[config.mk]
export PLATFORM = sky130hd
export DESIGN_NAME = universal_shift_reg_flat
export DESIGN_NICKNAME = d
export VERILOG_FILES = /design/src/rtl/universal_shift_reg_if.sv /design/src/rtl/universal_shift_reg.sv /design/src/flat_wrapper.sv
export SDC_FILE = /design/constraint.sdc
export NUM_CORES = 1
export LEC_CHECK = 0
export ABC_AREA = 1
export CAP_MARGIN = 0
export CORE_UTILIZATION = 45
export CTS_CLUSTER_SIZE = 14
export DETAILED_ROUTE_END_ITERATION = 7
export PLACE_DENSITY = 0.8
export REMOVE_ABC_BUFFERS = 1
export SLEW_MARGIN = 30
export SYNTH_ARGS = -nofsm -noshare
export SYNTH_HDL_FRONTEND = slang
export SYNTH_SLANG_ARGS = --single-unit
[constraint.sdc]
create_clock -name clk -period 1.7 [get_ports clk]
set_input_delay 0.34 -clock clk [delete_from_list [all_inputs] [get_ports clk]]
set_output_delay 0.34 -clock clk [all_outputs]
set_load 0.03 [all_outputs]
[src/rtl/universal_shift_reg_if.sv]
// Control, data and status bundle for universal_shift_reg.
// master drives mode/data; slave is the shift register itself.
interface universal_shift_reg_if #(
  parameter int WIDTH = 8,
  localparam int CNT_W = $clog2(WIDTH)
);
  logic             en;
  logic [1:0]       mode;
  logic             sin_r;
  logic             sin_l;
  logic [WIDTH-1:0] pin;
  logic [WIDTH-1:0] pout;
  logic             sout_r;
  logic             sout_l;
  logic [CNT_W-1:0] cnt;
  logic             done;

  modport master (
    output en, mode, sin_r, sin_l, pin,
    input  pout, sout_r, sout_l, cnt, done
  );

  modport slave (
    input  en, mode, sin_r, sin_l, pin,
    output pout, sout_r, sout_l, cnt, done
  );
endinterface

[src/rtl/universal_shift_reg.sv]
// WIDTH-bit universal shift register (hold / shift right / shift left / load)
// with a shift counter that pulses done on each completed WIDTH-shift frame.
module universal_shift_reg #(
  parameter int               WIDTH     = 8,
  parameter logic [WIDTH-1:0] RESET_VAL = '0,
  localparam int              CNT_W     = $clog2(WIDTH)
) (
  input logic                  clk,
  input logic                  rst_n,
  universal_shift_reg_if.slave bus
);
  localparam logic [1:0]       MODE_HOLD = 2'b00;
  localparam logic [1:0]       MODE_SHR  = 2'b01;
  localparam logic [1:0]       MODE_SHL  = 2'b10;
  localparam logic [1:0]       MODE_LOAD = 2'b11;
  localparam logic [CNT_W-1:0] CNT_LAST  = CNT_W'(WIDTH - 1);

  logic [WIDTH-1:0] q, q_nxt;
  logic [CNT_W-1:0] cnt, cnt_nxt;
  logic             done, done_nxt;
  logic             shift;

  always_comb begin
    q_nxt    = q;
    cnt_nxt  = cnt;
    done_nxt = 1'b0;
    shift    = 1'b0;
    if (bus.en) begin
      case (bus.mode)
        MODE_HOLD: ;
        MODE_SHR: begin
          q_nxt = {bus.sin_r, q[WIDTH-1:1]};
          shift = 1'b1;
        end
        MODE_SHL: begin
          q_nxt = {q[WIDTH-2:0], bus.sin_l};
          shift = 1'b1;
        end
        MODE_LOAD: begin
          q_nxt   = bus.pin;
          cnt_nxt = '0;
        end
        default: ;
      endcase
    end
    // Either direction advances the same frame counter.
    if (shift) begin
      if (cnt == CNT_LAST) begin
        cnt_nxt  = '0;
        done_nxt = 1'b1;
      end else begin
        cnt_nxt  = cnt + 1'b1;
      end
    end
  end

  always_ff @(posedge clk or negedge rst_n) begin
    if (!rst_n) begin
      q    <= RESET_VAL;
      cnt  <= '0;
      done <= 1'b0;
    end else begin
      q    <= q_nxt;
      cnt  <= cnt_nxt;
      done <= done_nxt;
    end
  end

  assign bus.pout   = q;
  assign bus.sout_r = q[0];
  assign bus.sout_l = q[WIDTH-1];
  assign bus.cnt    = cnt;
  assign bus.done   = done;
endmodule

[src/flat_wrapper.sv]
// flat-port wrapper written by rule: the top's interface ports become plain ports
module universal_shift_reg_flat 
#(
  parameter int               WIDTH     = 8,
  parameter logic [WIDTH-1:0] RESET_VAL = '0,
  localparam int              CNT_W     = $clog2(WIDTH)
)
  (clk, rst_n, bus_en, bus_mode, bus_sin_r, bus_sin_l, bus_pin, bus_pout, bus_sout_r, bus_sout_l, bus_cnt, bus_done);
  universal_shift_reg_if #(.WIDTH(WIDTH)) bus_i ();
  input logic clk;
  input logic rst_n;
  input wire logic [$bits(bus_i.en)-1:0] bus_en;
  input wire logic [$bits(bus_i.mode)-1:0] bus_mode;
  input wire logic [$bits(bus_i.sin_r)-1:0] bus_sin_r;
  input wire logic [$bits(bus_i.sin_l)-1:0] bus_sin_l;
  input wire logic [$bits(bus_i.pin)-1:0] bus_pin;
  output wire logic [$bits(bus_i.pout)-1:0] bus_pout;
  output wire logic [$bits(bus_i.sout_r)-1:0] bus_sout_r;
  output wire logic [$bits(bus_i.sout_l)-1:0] bus_sout_l;
  output wire logic [$bits(bus_i.cnt)-1:0] bus_cnt;
  output wire logic [$bits(bus_i.done)-1:0] bus_done;
  assign bus_i.en = bus_en;
  assign bus_i.mode = bus_mode;
  assign bus_i.sin_r = bus_sin_r;
  assign bus_i.sin_l = bus_sin_l;
  assign bus_i.pin = bus_pin;
  assign bus_pout = bus_i.pout;
  assign bus_sout_r = bus_i.sout_r;
  assign bus_sout_l = bus_i.sout_l;
  assign bus_cnt = bus_i.cnt;
  assign bus_done = bus_i.done;
  universal_shift_reg #(.WIDTH(WIDTH), .RESET_VAL(RESET_VAL)) u_core (.clk(clk), .rst_n(rst_n), .bus(bus_i));
endmodule
==> impl_metrics.ini, run 1 <==
[run_status]
outcome = complete, but fails checks
violations = DRC

[sta]
slew_headroom_pct = 64.5
finalSetupViolCount = 0
fin_tns_setup_ns = 0
worstMarginPinSlew_ns = 0.531
fin_crit_sh_pct = 94.6
worst_slack_ns = 0.0922
period_needed_ns = 1.61
rsz0062_at_grt = no
fmax_mhz = 622
finalHoldViolCount = 0
slew_violations = 0
fin_skew_ns = 0.00831

[final_layout]
multiInputGateArea_um2 = 394
ff_latch_area_um2 = 300
layout-drive-gt1-share_pct = 11.2
final_cells = 159
fill_cells = 124
nNetsFinal = 164
area_growth_pct = 43.1
diodes = 0

[pwr]
leakagePower_nw = 0.712
vdd_ir_drop_max_mv = 0.671
powerDensity_nw_per_um2 = 988
finalPower_mw = 1.10

[route]
via_per_inst = 4.58
wl_per_cell_um = 10.2
ant_nets = 0
drc_errors = 1
num_vias = 729
routed_wirelength_um = 1620
dr.pass1.iters = 6
drt-initial-drc-count = 7

[setup_path]
cp_cell_sequence = clkdlybuf4s50_1
critPathTopFamily = buffers and inverters
startpoint_type = flop
ff2ff_setup_slack_ns = 0.60
worst_path_max_delay_cell = clkdlybuf4s50_1
worstSetupPathType = flop to output pin
cp.arrival_ns = 1.27
reg2reg_from = u_core.bus.cnt[0]$_DFFE_PN0P_
r2r_cells = 4
worstPathBufferInverterCount = 1
r2r-end = u_core.bus.cnt[2]$_DFFE_PN0P_
cp_max_fo = 1
critPathRequiredTime_ns = 1.36
crit_path_end_kind = output pin
crit_path_max_incr_delay_ns = 0.67

[synth]
avgSynthCellArea_um2 = 6.91
synth_cells = 113
ys_types = 12
synth-seq-cells = 12
netlist_area_um2 = 781
yosys_warnings = 0
ys_seq_area_share_pct = 38.5

[die]
fp.dieW_um = 43.7
initial_utilization_pct = 50.1
core_area_um2 = 1560
die_y_um = 43.7
dieArea_um2 = 1910
row_count = 14
ios = 29

[grt]
antenna_found_initial = 0
grt_pass1_vias = 612
grt_overflow = 0
grt_util_all_layers_pct = 19.4
grt_first_pass_wirelength_um = 2680
grt_max_degree = 13

[clock_network]
htreeDepth = 1
cts_tree = done
cts-root-buf = clkbuf_4
cts_made_buffers = 3
clk_pin_slew_worst_paths_ns = 0.08
clock_sinks = 12
post_cts_buffers = 0
cts_max_path_buffers = 2
clkLatencyLatePin_ns = 0.28

[hold_path]
hp-class = input port to asynchronous set/reset pin

[job]
maxCapViolations = 0

[place]
place_hpwl_um = 1230
dp_slack_ns = -0.0638
dp_cells = 155
port-buffer-count = 28
gp_congestion = 0.801
routing by layer:
layer	global-route usage, %	vias up	routed length [µm]	part of all wire [%]
met5	0	-	0	0
met3	6.25	5	128	7.9
met1	24.7	307	716	44
met2	30.7	27	753	46
met4	7.50	0	22	1.4
li1	-	390	-	-
synthesized netlist by cell type:
cell type	count	area [µm²]
clkinv_1	1	3.75
ha_1	5	62.6
dfrtp_1	12	300
o21ai_2	1	8.76
buf_4	3	22.5
nor2_8	2	40.0
nand2_1	73	274
inv_2	7	26.3
o21ai_1	1	5.00
inv_1	6	22.5
nor2_1	1	3.75
buf_6	1	11.3
through the flow:
| stage | instance area, µm² | hold slack, ns | utilization (%) |
|---|---|---|---|
| after global routing | 1120 | 0.459 | 71.7 |
| final | 1120 | 0.404 | 71.7 |
| after CTS | 1100 | 0.430 | 70.7 |
| after global placement | 1070 | 0.489 | 68.9 |
| after detailed placement | 1070 | 0.499 | 68.9 |
| after floorplan | 747 | 0.0444 | - |
logic make-up (layout without fill, tap and decap cells):
family,count (synthesis),count (layout),share of synthesized area (%)
AO/OA/AOI/OAI,2,2,1.76
AND/OR/NAND/NOR,76,76,40.7
flip-flops,12,12,38.5
adder cells (fa/ha/maj),5,5,8.01
buffers and inverters,18,48,11.1
final cells by class:
type                       count  share of cell area (%)
multi-input combinational     83                    35.3
inverter                      14                    4.70
timing repair buffer          30                    28.1
sequential                    12                    26.9
tap                           16                    1.79
clock buffer                   4                    3.25
how the worst max path moves through the flow:
| stage | start | to | slack [ns] | depth (start not counted) |
|---|---|---|---|---|
| finish | u_core.bus.done$_DFF_PN0_ | bus_done | 0.09 | 1 |
| CTS | u_core.bus.pout[1]$_DFFE_PN0P_ | bus_pout[1] | 0.002 | 1 |
| global route | u_core.bus.done$_DFF_PN0_ | bus_done | 0.06 | 1 |
| global placement | bus_mode[0] | u_core.bus.pout[6]$_DFFE_PN0P_ | -0.006 | 8 |
| detailed placement | bus_mode[1] | u_core.bus.pout[2]$_DFFE_PN0P_ | -0.06 | 8 |
| floorplan | u_core.bus.cnt[0]$_DFFE_PN0P_ | u_core.bus.cnt[2]$_DFFE_PN0P_ | 0.49 | 4 |
timing repair:
action                     4_1_cts  5_1_grt
hold endpoints to repair         0        0
resized for setup                7        6
hold buffers                     0        0
setup endpoints to repair        7        6
flip-flops by register name, indices dropped and copies added (netlist names):
signal           cells
u_core.bus.cnt       3
u_core.bus.pout      8
u_core.bus.done      1
power by group:
| group | internal (mW) | switching, mW | total (mW) | leakage [nW] |
|---|---|---|---|---|
| Combinational | 0.189 | 0.279 | 0.468 | 0.536 |
| Sequential | 0.348 | 0.0593 | 0.407 | 0.155 |
| Clock | 0.130 | 0.0989 | 0.229 | 0.0210 |
| Total | 0.667 | 0.438 | 1.10 | 0.712 |
cells in the final DEF, fill, tap and decap left out, drive strengths merged:
cell type	instances
ha	5
dlygate4sd2	7
o21ai	2
clkbuf	4
clkinv	1
clkdlybuf4s50	15
buf	2
nor2	3
nand2	73
inv	13
dlymetal6s2s	6
dfrtp	12
No activity file was read; power rests on OpenSTA's default activity.
==> run 2: changes to the inputs <==
CAP_MARGIN = default   (was 0)
CTS_CLUSTER_DIAMETER = 30   (was default)
==> results of run 2 <==
Same layout as run 1: the final DEF is identical, and so are final timing and power.
